$ cat src/rtl/dragon_body_controller.sv
// Dragon body controller: chases a clamped target one grid cell per divided
//   frame tick, shifts the body behind the head, grows on sheep, shrinks on hits.
// Latency: all outputs registered, one clock from qualifying input to output change.
// Backpressure: none; single-cycle pulse inputs are consumed on the edge they are seen.
// Ports:
//   clk, reset (sync, active-low)                       - clock / reset
//   move_tick, targetPos, grow, hit                     - frame tick, chase target, events
//   dragonSegmentPositions, activeDragonSegments        - 7 x {y,x} bus (seg0 = [7:0]), mask
//   dragonDirection, dragonLength, dragonDefeated       - last move dir, segment count, defeat flag
module dragon_body_controller #(
  parameter int          GRID_W    = 16,
  parameter int          GRID_H    = 12,
  parameter int          MOVE_DIV  = 4,
  parameter logic [7:0]  START_POS = 8'h55
) (
  input  logic        clk,
  input  logic        reset,
  input  logic        move_tick,
  input  logic [7:0]  targetPos,
  input  logic        grow,
  input  logic        hit,
  output logic [55:0] dragonSegmentPositions,
  output logic [6:0]  activeDragonSegments,
  output logic [1:0]  dragonDirection,
  output logic [2:0]  dragonLength,
  output logic        dragonDefeated
);

  localparam logic [3:0] X_MAX    = 4'(GRID_W - 1);
  localparam logic [3:0] Y_MAX    = 4'(GRID_H - 1);
  localparam logic [3:0] DIV_LAST = 4'(MOVE_DIV - 1);

  localparam logic [1:0] DIR_UP    = 2'b00;
  localparam logic [1:0] DIR_RIGHT = 2'b01;
  localparam logic [1:0] DIR_DOWN  = 2'b10;
  localparam logic [1:0] DIR_LEFT  = 2'b11;

  typedef enum logic {ST_ACTIVE, ST_DEFEATED} state_t;

  state_t      r_state, w_state_nxt;
  logic [55:0] r_segs, w_segs_nxt;
  logic [6:0]  r_mask, w_mask_nxt;
  logic [2:0]  r_len, w_len_nxt;
  logic [1:0]  r_dir, w_dir_nxt;
  logic [3:0]  r_div, w_div_nxt;
  logic        r_grow_pend, w_grow_pend_nxt;

  logic        w_step, w_move, w_grow_now, w_grow_apply;
  logic [3:0]  w_tx, w_ty, w_hx, w_hy;
  logic [4:0]  w_dx, w_dy;
  logic [1:0]  w_move_dir;
  logic [7:0]  w_head_nxt;

  // ---------------------------------------------------------------- FSM
  always_ff @(posedge clk) begin
    if (!reset) r_state <= ST_ACTIVE;
    else        r_state <= w_state_nxt;
  end

  always_comb begin
    w_state_nxt = r_state;
    if (r_state == ST_ACTIVE && hit && r_len == 3'd1)
      w_state_nxt = ST_DEFEATED;
  end

  // ------------------------------------------------------- step steering
  always_comb begin
    w_tx = (targetPos[3:0] > X_MAX) ? X_MAX : targetPos[3:0];
    w_ty = (targetPos[7:4] > Y_MAX) ? Y_MAX : targetPos[7:4];
    w_hx = r_segs[3:0];
    w_hy = r_segs[7:4];
    w_dx = (w_tx >= w_hx) ? {1'b0, w_tx - w_hx} : {1'b0, w_hx - w_tx};
    w_dy = (w_ty >= w_hy) ? {1'b0, w_ty - w_hy} : {1'b0, w_hy - w_ty};
    w_move = (w_dx != 5'd0) || (w_dy != 5'd0);

    w_move_dir = r_dir;
    w_head_nxt = r_segs[7:0];
    // Equal distances resolve toward the x axis.
    if (w_dx >= w_dy) begin
      if (w_tx > w_hx) begin
        w_move_dir = DIR_RIGHT;
        w_head_nxt = {w_hy, w_hx + 4'd1};
      end else begin
        w_move_dir = DIR_LEFT;
        w_head_nxt = {w_hy, w_hx - 4'd1};
      end
    end else begin
      if (w_ty > w_hy) begin
        w_move_dir = DIR_DOWN;
        w_head_nxt = {w_hy + 4'd1, w_hx};
      end else begin
        w_move_dir = DIR_UP;
        w_head_nxt = {w_hy - 4'd1, w_hx};
      end
    end
  end

  // ---------------------------------------------------- next-state datapath
  always_comb begin
    w_step     = move_tick && (r_div == DIV_LAST);
    w_div_nxt  = r_div;
    if (move_tick)
      w_div_nxt = (r_div == DIV_LAST) ? 4'd0 : r_div + 4'd1;

    // A hit in the same cycle swallows a fresh grow pulse; an older pending grow survives.
    w_grow_now      = r_grow_pend | (grow & ~hit);
    w_grow_apply    = w_step & w_grow_now & (r_len != 3'd7);
    w_grow_pend_nxt = w_step ? 1'b0 : w_grow_now;

    w_len_nxt = r_len;
    if (hit) begin
      // Last-segment hit defeats the dragon; length stays at 1.
      if (r_len != 3'd1 && !w_grow_apply)
        w_len_nxt = r_len - 3'd1;
    end else if (w_grow_apply) begin
      w_len_nxt = r_len + 3'd1;
    end
    w_mask_nxt = 7'((8'd1 << w_len_nxt) - 8'd1);

    w_segs_nxt = r_segs;
    w_dir_nxt  = r_dir;
    // Inactive segments shift as well so a grown tail lands on the old tail's trail.
    if (w_step && w_move) begin
      w_segs_nxt = {r_segs[47:0], w_head_nxt};
      w_dir_nxt  = w_move_dir;
    end
  end

  always_ff @(posedge clk) begin
    if (!reset) begin
      r_segs      <= {7{START_POS}};
      r_len       <= 3'd1;
      r_mask      <= 7'b0000001;
      r_dir       <= DIR_UP;
      r_div       <= 4'd0;
      r_grow_pend <= 1'b0;
    end else if (r_state == ST_ACTIVE) begin
      r_segs      <= w_segs_nxt;
      r_len       <= w_len_nxt;
      r_mask      <= w_mask_nxt;
      r_dir       <= w_dir_nxt;
      r_div       <= w_div_nxt;
      r_grow_pend <= w_grow_pend_nxt;
    end
  end

  assign dragonSegmentPositions = r_segs;
  assign activeDragonSegments   = r_mask;
  assign dragonDirection        = r_dir;
  assign dragonLength           = r_len;
  assign dragonDefeated         = (r_state == ST_DEFEATED);

endmodule

$ cat config.mk
export PLATFORM = sky130hd
export DESIGN_NAME = dragon_body_controller
export DESIGN_NICKNAME = d
export VERILOG_FILES = /design/src/rtl/dragon_body_controller.sv
export SDC_FILE = /design/constraint.sdc
export NUM_CORES = 1
export LEC_CHECK = 0
export CELL_PAD_IN_SITES_DETAIL_PLACEMENT = 1
export CELL_PAD_IN_SITES_GLOBAL_PLACEMENT = 1
export CORE_AREA = 2 2 110 112
export DETAILED_ROUTE_END_ITERATION = 8
export DIE_AREA = 0 0 112 114
export DONT_BUFFER_PORTS = 1
export GPL_TIMING_DRIVEN = 0
export PLACE_DENSITY = 0.58
export SKIP_CTS_REPAIR_TIMING = 1
export SYNTH_ARGS = -nofsm -noshare
export SYNTH_HDL_FRONTEND = slang
export SYNTH_SLANG_ARGS = --single-unit
$ cat constraint.sdc
create_clock -name clk -period 4.5 [get_ports clk]
set_input_delay 0.675 -clock clk [delete_from_list [all_inputs] [get_ports clk]]
set_output_delay 0.675 -clock clk [all_outputs]
set_load 0.005 [all_outputs]
=== Yosys cells after proc, flatten, opt, wreduce, memory -nomap -nowiden ===
Index checks and enable logic that the tools add are counted.

* Eq/ne operators: 4
* Shifts and indexed selects: 1
* Bitwise operators: 7
* Reductions and logical operators: 13
* Add/sub/neg operators: 12
* $lt $le $gt $ge: 7
* Mux-type cells: 15

{| class="wikitable"
|+ Operators with widths
! kind !! count
|-
| $mux W4 || 6
|-
| $mux W8 || 2
|-
| $sub A4 B4 Y4 || 4
|-
| $add A4 B1 Y4 const B || 3
|-
| $ge A4 B4 Y1 || 3
|-
| $reduce_bool A5 Y1 || 2
|-
| $mux W3 || 3
|-
| $gt A4 B4 Y1 || 2
|-
| $gt A4 B4 Y1 const B || 2
|-
| $sub A4 B1 Y4 const B || 2
|-
| $shl A1 B3 Y7 const A || 1
|-
| $sub A7 B1 Y7 const B || 1
|-
| $mux W2 || 3
|-
| $reduce_and A3 Y1 || 2
|-
| $logic_and A1 B1 Y1 || 5
|-
| $eq A4 B2 Y1 const B || 1
|-
| $reduce_and A2 Y1 || 2
|-
| $add A3 B1 Y3 const B || 1
|-
| $and A1 B1 Y1 || 3
|-
| $eq A3 B1 Y1 const B || 1
|-
| $ne A3 B1 Y1 const B || 1
|-
| $ne A3 B3 Y1 const B || 1
|-
| $not A1 Y1 || 3
|-
| $sub A3 B1 Y3 const B || 1
|-
| other kinds (4) || 4
|}

* Register bits: 74

=== Depth between registers and ports, before layout ===
* Depth in word-level cells: 11
* Mapped depth: 15
* Mapped depth without buffers: 15

=== Least setup slack after synthesis ===
Ideal clock, no wire load.

* Path kind: input to register
* From: in targetPos[7]
* To: reg r_segs[4], in the netlist dragonSegmentPositions[4]
* Library setup time: 72 ps
* Cell stages on the path: 14
* Buffers on the path: 0
* Data arrival time: 3686 ps
* Data required time: 4428 ps
* Setup slack: 742 ps
* Path through: a21o_1 inv_1 ha_1 fa_1 o211ai_1 mux2i_1 inv_1 ha_1 a21o_1 a21o_1 a21oi_1 nand2_1 a21oi_1 mux2i_1

* Cells in the longest elaborated chain, start to end: 8
* Elaborated cells between the ends (all ways): 15
* Those cells by class: add/sub: 2; order compare: 4; mux: 4; bitwise: 1; reduce/logical: 4

{| class="wikitable"
|+ Ends and longest elaborated chain
! element !! RTL line !! RTL
|-
| from (decl) || 19 || <nowiki>input logic [7:0] targetPos,</nowiki>
|-
| $gt A4 B4 Y1 || 69 || <nowiki>w_ty = (targetPos[7:4] > Y_MAX) ? Y_MAX : targetPos[7:4];</nowiki>
|-
| $mux W4 (*) || 69 ||
|-
| parallel branches: the longest is 6 deep, another holds $sub A4 B4 Y4 || - ||
|-
| to (signal assigned) || 131 || <nowiki>r_segs <= {7{START_POS}};</nowiki>
|-
| to (signal assigned) || 138 || <nowiki>r_segs <= w_segs_nxt;</nowiki>
|-
| to (decl) || 41 || <nowiki>logic [55:0] r_segs, w_segs_nxt;</nowiki>
|}

Every way passes the cells marked *. The select of a mux whose other input is x is not followed.
A chain may end at the register's enable or synchronous reset.

=== Final worst setup path ===
Ends and elaborated chain as after synthesis.

==> results.toml <==
[die]
start_util = 0.340
coreArea_mm2 = 0.0117
rows = 40
dieArea_mm2 = 0.0128
die-width_um = 112
pin_count = 82
die_h_um = 114

[yosys]
async_flop_share = 0
yosys_register_bits = 74
syn_nets = 476
synth_area_mm2 = 0.00398
syn_area_per_cell_um2 = 9.29
synth_ff_type = "dfxtp_1"
ys_types = 47
syn_inst = 428
synth-edff-count = 0
yosysWarnings = 0
seq_area_frac_synth = 0.373

[worst_hold_path]
hold_start = "r_grow_pend$_SDFFE_PN0N_"
hold_depth = 2
hold_class = "reg2reg"
hold_end = "r_grow_pend$_SDFFE_PN0N_"

[timing]
max_freq_mhz = 248
setup_violations = 0
max_slew.worst_pin.slew_ns = 0.645
final_max_slew_viol_count = 0
rsz0062_at_grt = "false"
hold_viol = 0
fin_crit_sh = 0.896
slew_headroom = 0.570
fin_skew_ns = 0.0128
period_minus_slack_ns = 4.03
setup_tns_ns = 0

[global_route]
grt_pass1_wl_um = 16700
use_met2 = 0.291
grt_pass1_vias = 3207
grt_most_used_layer = "met2"
met3_usage = 0.0468
grt_max_degree = 15
gr-usage-all-layers = 0.163
grt_overflow = 0
antenna_found_initial = 0
grtUsageMet1 = 0.194

[pwr]
pwr-share-seq = 0.374
p_clk_frac = 0.381
p_sw_frac = 0.316
cellInternalPower_uw = 1340
pwr-share-comb = 0.244
powerDensity_mw_per_mm2 = 439
ir_worst_vdd_v = 0.000217
leakagePower_uw = 0.00182
switchingPower_uw = 620

[setup_path]
cp.required_ns = 4.75
cp-end-kind = "register"
worstSetupPathType = "in2reg"
r2r-end = "dragonSegmentPositions[4]$_SDFFE_PN1P_"
regToRegStartpoint = "dragonSegmentPositions[0]$_SDFFE_PN1P_"
path_cells = "a21o_1, inv_1, ha_1, fa_1, o211ai_1, mux2i_1, inv_1, ha_1, a21o_1, a21o_1, a21oi_1, nand2_1, a21oi_1, mux2i_1"
reg2reg_depth = 13
arrival_ns = 4.28
cp_slowest_cell = "a21oi_1"
critPathMaxStageDelay_ns = 0.47
cpMostUsedCell = "a21o_1"
reg2reg_slack_ns = 0.53
critPathLaunchType = "input pin"
crit_path_max_fanout = 6
crit_buf_inv = 2
path_delay_family = "compound AO/OA/AOI/OAI gates"

[clocking]
worstSkewPairLatency_ns = 0.34
numCtsBuffers = 9
cts_tree = "built"
path_clk_slew_ns = 0.06
h-tree-depth = 3
cts_root_buf = "clkbuf_16"
cts.sinks = 74
clk_path_buf_depth = 2

[routing]
first_iter_violations = 81
totalWireLength_um = 9930
postRouteAntennaNets = 0
drtPass1Iterations = 4
routed_via_density = 5.08
avgRoutedWirePerCell_um = 16.8
num_vias = 3004
drc = 0

[placement]
portBuffers = 0
gp_congestion = 0.779
hpwl_um = 7750

[run_status]
status = "completed"

[cells_and_area]
nFillCells = 1381
syn_to_final_growth_pct = 12.4
mostFrequentLayoutCell = "dfxtp_1"
nets = 487
drive_gt1_frac = 0.0721
diodes = 0
layout_common_cells = "dfxtp_1 (74), mux2i_1 (66), nand2_1 (50), nor2_1 (46), inv_1 (33)"
utilization = 0.382

[job]
maxCapViolCount = 0
==> cell families after synthesis <==
family                   synth area share
adder cells (fa/ha/maj)             0.121
multiplexers                        0.175
flip-flops                          0.373
buffers and inverters              0.0532
AND/OR/NAND/NOR                     0.155
AO/OA/AOI/OAI                       0.103
XOR/XNOR                           0.0195
==> stage by stage <==
stage | setup WS [ns] | total power (µW) | area (µm²) | std cells | hold WS, ns
global route | 0.179 | 2090 | 4470 | 591 | 0.509
finish | 0.470 | 1960 | 4470 | 591 | 0.468
detailed placement | 0.171 | 1230 | 4160 | 575 | 0.462
global placement | 0.188 | 1210 | 4160 | 575 | 0.451
CTS | 0.481 | 1990 | 4470 | 591 | 0.475
floorplan | 0.742 | 1120 | 3980 | 428 | 0.440
==> area by class of cell <==
class                   count  area [µm²]  area share
clock inverters             6        71.3      0.0160
inverters                  33         124      0.0277
plain buffers              19        87.6      0.0196
clock buffers              10         239      0.0535
flip-flops and latches     74        1480       0.331
multi-input cells         302        2280       0.511
well taps                 147         184      0.0411
==> sequential cells by signal, indices dropped and copies added, names as in the netlist <==
register                cells
dragonLength                3
r_grow_pend                 1
r_div                       4
dragonSegmentPositions     56
activeDragonSegments        7
dragonDirection             2
dragonDefeated              1
==> tightest hold or removal path: cells and delay by family, from the launching register on <==
| kind | cells | cell delay, ns |
|---|---|---|
| flops | 1 | 0.32 |
| simple gates | 2 | 0.11 |
==> synth_stat cells (all sizes together), types with 2 or more instances <==
master / count / area (µm²)
a21oi: 18 / 93.8
nor2b: 7 / 43.8
a211oi: 7 / 77.6
inv: 33 / 124
nand2b: 7 / 43.8
a21o: 11 / 82.6
nand3: 3 / 15.0
nor4: 2 / 27.5
nor3: 4 / 20.0
dfxtp: 74 / 1480
ha: 29 / 363
nand3b: 4 / 30.0
o211ai: 3 / 22.5
mux2i: 66 / 661
nor3b: 2 / 15.0
nand2: 50 / 188
xnor2: 4 / 42.6
fa: 6 / 120
nand4: 2 / 12.5
or3b: 2 / 17.5
clkbuf: 12 / 45.0
mux2: 3 / 33.8
xor2: 4 / 35.0
nor2: 46 / 173
o21ai: 8 / 40.0
buf: 7 / 42.5
==> power by group through the flow <==
stage	Sequential [µW]	Clock [µW]	Combinational, µW
after detailed placement	751	0	478
after CTS	736	770	483
after floorplan	740	0	382
after global routing	741	798	554
after global placement	749	0	464
final	735	749	480
==> worst max path at each step <==
stage / depth (start not counted) / slack [ns] / to / startpoint
floorplan: 14 / 0.74 / dragonSegmentPositions[4]$_SDFFE_PN1P_ / targetPos[7]
global placement: 14 / 0.19 / dragonSegmentPositions[5]$_SDFFE_PN0P_ / targetPos[7]
detailed placement: 14 / 0.17 / dragonSegmentPositions[5]$_SDFFE_PN0P_ / targetPos[7]
CTS: 14 / 0.48 / dragonSegmentPositions[4]$_SDFFE_PN1P_ / targetPos[7]
global route: 13 / 0.18 / dragonSegmentPositions[5]$_SDFFE_PN0P_ / dragonSegmentPositions[0]$_SDFFE_PN1P_
finish: 14 / 0.47 / dragonSegmentPositions[4]$_SDFFE_PN1P_ / targetPos[7]
==> per-layer routing <==
layer / share of wire / vias to the layer above
met5: 0 / -
met4: 0.0076 / 0
met3: 0.051 / 6
met2: 0.51 / 46
met1: 0.43 / 1465
li1: - / 1487
(Power assumes the default switching activity.)
